===== src/rtl/rf_wport_arb_if.sv =====
// Write-port bundle between the two writeback sources, the arbiter and the register file.
// The arbiter takes the slave side; the requesters/register file take the master side.
interface rf_wport_arb_if #(
    parameter int DATA_W = 32,
    parameter int ADDR_W = 5
);
    logic              p_valid;
    logic              p_ready;
    logic              p_wen;
    logic [ADDR_W-1:0] p_waddr;
    logic [DATA_W-1:0] p_wdata;

    logic              m_valid;
    logic              m_ready;
    logic [ADDR_W-1:0] m_waddr;
    logic [DATA_W-1:0] m_wdata;

    logic              reg_wen;
    logic [ADDR_W-1:0] reg_waddr;
    logic [DATA_W-1:0] reg_wdata;
    logic [3:0]        starve_cnt;

    modport slave (
        input  p_valid, p_wen, p_waddr, p_wdata,
        input  m_valid, m_waddr, m_wdata,
        output p_ready, m_ready,
        output reg_wen, reg_waddr, reg_wdata, starve_cnt
    );

    modport master (
        output p_valid, p_wen, p_waddr, p_wdata,
        output m_valid, m_waddr, m_wdata,
        input  p_ready, m_ready,
        input  reg_wen, reg_waddr, reg_wdata, starve_cnt
    );
endinterface


===== src/rtl/rf_wport_arb.sv =====
// Register-file write-port arbiter: pipeline writeback normally wins, the multi-cycle
// unit is forced through after STARVE_MAX lost conflicts. One-cycle registered write out.
module rf_wport_arb #(
    parameter int DATA_W     = 32,
    parameter int ADDR_W     = 5,
    parameter int STARVE_MAX = 4
) (
    input logic            clk,
    input logic            rst_n,
    rf_wport_arb_if.slave  bus
);
    localparam logic [3:0] SMAX = 4'(STARVE_MAX);

    typedef struct packed {
        logic              wen;
        logic [ADDR_W-1:0] waddr;
        logic [DATA_W-1:0] wdata;
    } wr_req_t;

    logic    conflict;
    logic    m_win;
    logic    p_acc;
    logic    m_acc;
    logic    p_win_conf;
    logic [3:0] cnt_q;
    wr_req_t wr_nxt;
    wr_req_t wr_q;

    // Only a pipeline request that really writes competes with the multi-cycle unit.
    always_comb begin
        conflict   = bus.p_valid & bus.p_wen & bus.m_valid;
        m_win      = conflict & (cnt_q == SMAX);
        p_win_conf = conflict & ~m_win;
        p_acc      = rst_n & bus.p_valid & ~m_win;
        m_acc      = rst_n & bus.m_valid & (~conflict | m_win);
    end

    // At most one of the two accepted requests carries write intent, so a priority mux suffices.
    always_comb begin
        wr_nxt = '0;
        if (m_acc) begin
            wr_nxt.wen   = (bus.m_waddr != '0);
            wr_nxt.waddr = bus.m_waddr;
            wr_nxt.wdata = bus.m_wdata;
        end else if (p_acc && bus.p_wen) begin
            wr_nxt.wen   = (bus.p_waddr != '0);
            wr_nxt.waddr = bus.p_waddr;
            wr_nxt.wdata = bus.p_wdata;
        end
    end

    always_ff @(posedge clk or negedge rst_n) begin
        if (!rst_n) begin
            wr_q  <= '0;
            cnt_q <= '0;
        end else begin
            wr_q.wen <= wr_nxt.wen;
            // Address/data hold across idle cycles so the RF sees a stable bus.
            if (wr_nxt.wen) begin
                wr_q.waddr <= wr_nxt.waddr;
                wr_q.wdata <= wr_nxt.wdata;
            end
            if (m_acc)
                cnt_q <= '0;
            else if (p_win_conf && cnt_q < SMAX)
                cnt_q <= cnt_q + 4'd1;
        end
    end

    assign bus.p_ready    = p_acc;
    assign bus.m_ready    = m_acc;
    assign bus.reg_wen    = wr_q.wen;
    assign bus.reg_waddr  = wr_q.waddr;
    assign bus.reg_wdata  = wr_q.wdata;
    assign bus.starve_cnt = cnt_q;
endmodule


===== src/flat_wrapper.sv =====
// flat-port wrapper written by rule: the top's interface ports become plain ports
module rf_wport_arb_flat 
#(
    parameter int DATA_W     = 32,
    parameter int ADDR_W     = 5,
    parameter int STARVE_MAX = 4
)
  (clk, rst_n, bus_p_valid, bus_p_wen, bus_p_waddr, bus_p_wdata, bus_m_valid, bus_m_waddr, bus_m_wdata, bus_p_ready, bus_m_ready, bus_reg_wen, bus_reg_waddr, bus_reg_wdata, bus_starve_cnt);
  rf_wport_arb_if #(.DATA_W(DATA_W), .ADDR_W(ADDR_W)) bus_i ();
  input logic clk;
  input logic rst_n;
  input wire logic [$bits(bus_i.p_valid)-1:0] bus_p_valid;
  input wire logic [$bits(bus_i.p_wen)-1:0] bus_p_wen;
  input wire logic [$bits(bus_i.p_waddr)-1:0] bus_p_waddr;
  input wire logic [$bits(bus_i.p_wdata)-1:0] bus_p_wdata;
  input wire logic [$bits(bus_i.m_valid)-1:0] bus_m_valid;
  input wire logic [$bits(bus_i.m_waddr)-1:0] bus_m_waddr;
  input wire logic [$bits(bus_i.m_wdata)-1:0] bus_m_wdata;
  output wire logic [$bits(bus_i.p_ready)-1:0] bus_p_ready;
  output wire logic [$bits(bus_i.m_ready)-1:0] bus_m_ready;
  output wire logic [$bits(bus_i.reg_wen)-1:0] bus_reg_wen;
  output wire logic [$bits(bus_i.reg_waddr)-1:0] bus_reg_waddr;
  output wire logic [$bits(bus_i.reg_wdata)-1:0] bus_reg_wdata;
  output wire logic [$bits(bus_i.starve_cnt)-1:0] bus_starve_cnt;
  assign bus_i.p_valid = bus_p_valid;
  assign bus_i.p_wen = bus_p_wen;
  assign bus_i.p_waddr = bus_p_waddr;
  assign bus_i.p_wdata = bus_p_wdata;
  assign bus_i.m_valid = bus_m_valid;
  assign bus_i.m_waddr = bus_m_waddr;
  assign bus_i.m_wdata = bus_m_wdata;
  assign bus_p_ready = bus_i.p_ready;
  assign bus_m_ready = bus_i.m_ready;
  assign bus_reg_wen = bus_i.reg_wen;
  assign bus_reg_waddr = bus_i.reg_waddr;
  assign bus_reg_wdata = bus_i.reg_wdata;
  assign bus_starve_cnt = bus_i.starve_cnt;
  rf_wport_arb #(.DATA_W(DATA_W), .ADDR_W(ADDR_W), .STARVE_MAX(STARVE_MAX)) u_core (.clk(clk), .rst_n(rst_n), .bus(bus_i));
endmodule

===== config.mk =====
export PLATFORM = sky130hd
export DESIGN_NAME = rf_wport_arb_flat
export DESIGN_NICKNAME = d
export VERILOG_FILES = /design/src/rtl/rf_wport_arb_if.sv /design/src/rtl/rf_wport_arb.sv /design/src/flat_wrapper.sv
export SDC_FILE = /design/constraint.sdc
export NUM_CORES = 1
export LEC_CHECK = 0
export CAP_MARGIN = 5
export CELL_PAD_IN_SITES_DETAIL_PLACEMENT = 1
export CELL_PAD_IN_SITES_GLOBAL_PLACEMENT = 2
export CORE_ASPECT_RATIO = 1.2
export CORE_MARGIN = 2
export CORE_UTILIZATION = 24
export CTS_CLUSTER_SIZE = 30
export DETAILED_ROUTE_END_ITERATION = 8
export PLACE_DENSITY_LB_ADDON = 0.3
export RECOVER_POWER = 100
export SYNTH_ARGS = -nofsm -noshare
export SYNTH_HDL_FRONTEND = slang
export SYNTH_SLANG_ARGS = --single-unit

===== constraint.sdc =====
create_clock -name clk -period 5.1 [get_ports clk]
set_input_delay 0.765 -clock clk [delete_from_list [all_inputs] [get_ports clk]]
set_output_delay 0.765 -clock clk [all_outputs]
set_load 0.02 [all_outputs]

==> impl_metrics.json <==
{
  "routedWlPerCell_um": 15.3,
  "clock_path_buffers": 2,
  "dieArea_mm2": 0.00934,
  "clkTransAtPathRegs_ps": 80,
  "routed_wl_um": 6070,
  "vias": 1764,
  "most-common-layout-cells": "clkdlybuf4s50_1 (76), dlygate4sd3_1 (45), dfrtp_1 (42), a22o_1 (34), mux2_2 (19)",
  "worstPathRequired_ps": 5280,
  "cts_tree": "built",
  "crit_arrival_ps": 3910,
  "final_core_util": 0.405,
  "leakagePower_nw": 1.58,
  "worstReg2RegEnd": "u_core.bus.reg_wdata[8]",
  "die_x_um": 88.5,
  "clkLatencyLatePin_ps": 290,
  "cts-root-buf": "clkbuf_8",
  "setup_violations": 0,
  "cts-resized-gates": 0,
  "syn-cell-area_mm2": 0.00206,
  "vias_per_cell": 4.44,
  "grt_pass1_vias": 1847,
  "place_inst": 389,
  "ys_ff_latch": 42,
  "worst_pin_slew_ps": 1650,
  "final_common_cell": "clkdlybuf4s50_1",
  "clockPowerShare": 0.269,
  "fin_crit_ps": 3730,
  "synth_fp_nets": 241,
  "power.switching_mw": 0.265,
  "io_buffers": 122,
  "ios": 123,
  "synth_cells": 160,
  "finalNonFillerCells": 397,
  "rsz0062_at_grt": "no",
  "hold_viol_final": 0,
  "critPathMaxFanout": 38,
  "ys_seq_area_frac": 0.511,
  "die_y_um": 105,
  "fin_nets": 360,
  "start_kind": "primary input",
  "holdBufCountCts": 0,
  "cp-end-kind": "flip-flop",
  "antennaDiodeCount": 0,
  "numCtsBuffers": 5,
  "cts.sink_count": 42,
  "drtPass1Iterations": 3,
  "grtUsageTotal": 0.133,
  "start_util": 0.243,
  "violations": "max-capacitance violations, max-slew violations",
  "core_area_mm2": 0.00847,
  "row_count": 37,
  "detail-route-antenna-nets": 0,
  "antenna_found_initial": 0,
  "yosysWarnings": 0,
  "grt_max_degree": 41,
  "fmax_mhz": 268,
  "peakVddDrop_mv": 0.0977,
  "maxCapViolCount": 1,
  "yosys_most_used_dff": "dfrtp_1",
  "fin_skew_ps": 9.18,
  "finalSetupTns_ps": 0,
  "h-tree-depth": 2,
  "synth.avg_cell_area_um2": 12.9,
  "fillers": 931,
  "drt-initial-drc-count": 32,
  "p_per_area_mw_per_mm2": 271,
  "path_class": "primary input to flip-flop",
  "intPower_mw": 0.665,
  "r2r_cells": 6,
  "synth_cell_type_count": 21,
  "status": "finished, violations left",
  "async_flop_share": 1.00,
  "cp-startpoint": "bus_m_valid",
  "hpwl_um": 4590,
  "slew_viol_final": 39,
  "netSwitchingFraction": 0.285,
  "cts_setup_buffers": 0,
  "synth_edf_count": 0,
  "place_congestion": 0.695,
  "period_share": 0.731,
  "timing.reg2reg.setup_slack_ps": 1690,
  "layout-drive-gt1-share": 0.107,
  "hold_path.class": "primary input to asynchronous set/reset pin",
  "combinationalPowerShare": 0.306,
  "drcViolationCount": 0,
  "rr_startpoint": "u_core.bus.starve_cnt[0]",
  "p_seq_frac": 0.425,
  "slew_headroom": -0.0985,
  "gr-total-overflow": 0,
  "area_growth_pct": 66.7,
  "grt_pass1_wl_um": 9400
}
-- power by group through the flow --
| stage | registers [mW] | logic, mW | clock network [mW] |
|---|---|---|---|
| 2_1_floorplan | 0.455 | 0.0906 | 0 |
| 5_1_grt | 0.402 | 0.306 | 0.276 |
| 6_report | 0.395 | 0.284 | 0.250 |
| 3_5_place_dp | 0.404 | 0.321 | 0 |
| 4_1_cts | 0.399 | 0.322 | 0.257 |
| 3_3_place_gp | 0.403 | 0.318 | 0 |
-- worst max-delay path by stage --
stage	end	slack (ps)	cells after the start
3_3_place_gp	u_core.bus.reg_wdata[14]	1600	5
3_5_place_dp	u_core.bus.reg_wdata[8]	1530	5
4_1_cts	bus_m_ready	1570	4
5_1_grt	u_core.bus.reg_wdata[6]	1130	5
6_report	u_core.bus.reg_wdata[8]	1370	5
2_1_floorplan	bus_m_ready	2810	6
-- final cells by class --
cell class | count | area [um^2] | area share
clock buffer | 8 | 110 | 0.0321
inverter | 7 | 26.3 | 0.00766
multi-input combinational | 98 | 865 | 0.252
sequential | 42 | 1050 | 0.306
tap | 117 | 146 | 0.0427
timing repair buffer | 125 | 1230 | 0.359
-- cell families after synthesis --
kind of cell,synth area share
AO/OA/AOI/OAI,0.188
adder cells (fa/ha/maj),0.0122
buffers and inverters,0.0492
flip-flops,0.511
multiplexers,0.206
AND/OR/NAND/NOR,0.0340
-- per-stage QoR --
step / hold slack [ps] / setup slack (ps) / power (mW) / instance area [um^2]
after floorplan: 469 / 2810 / 0.546 / 2060
after CTS: 268 / 1570 / 0.977 / 3490
after global routing: 306 / 1130 / 0.983 / 3430
after detailed placement: 493 / 1530 / 0.725 / 3380
final: 308 / 1370 / 0.929 / 3430
after global placement: 491 / 1600 / 0.721 / 3380
-- synth_stat cells (2+ instances only) --
cell / n / area, um^2
mux2_4: 14 / 210
o21ai_0: 5 / 25.0
nand2_1: 3 / 11.3
buf_1: 2 / 7.51
a21oi_1: 2 / 10.0
nor3_1: 3 / 15.0
inv_1: 7 / 26.3
a22o_1: 34 / 298
ha_1: 2 / 25.0
mux2_2: 19 / 214
nor2_1: 5 / 18.8
a22oi_1: 5 / 37.5
dfrtp_1: 42 / 1050
nand3_1: 2 / 10.0
buf_2: 3 / 15.0
clkbuf_1: 5 / 18.8
buf_6: 3 / 33.8
-- metal layers --
| metal | GRT usage | vias up | share of wire |
|---|---|---|---|
| li1 | - | 833 | - |
| met1 | 0.158 | 862 | 0.41 |
| met3 | 0.0407 | 2 | 0.069 |
| met4 | 0.0357 | 0 | 0.0091 |
| met5 | 0 | - | 0 |
| met2 | 0.230 | 67 | 0.51 |
-- critical path, cell delays in order --
cell and delay [ps]:
dlygate4sd3_1 620, nand3_1 140, o211a_1 570, a22o_1 1340, mux2_2 440
-- state kept, by name (all words and copies together), names as in the netlist --
signal / cells
u_core.bus.starve_cnt: 4
u_core.bus.reg_wen: 1
u_core.bus.reg_waddr: 5
u_core.bus.reg_wdata: 32
Note: power is estimated with default switching activity, not from simulation.
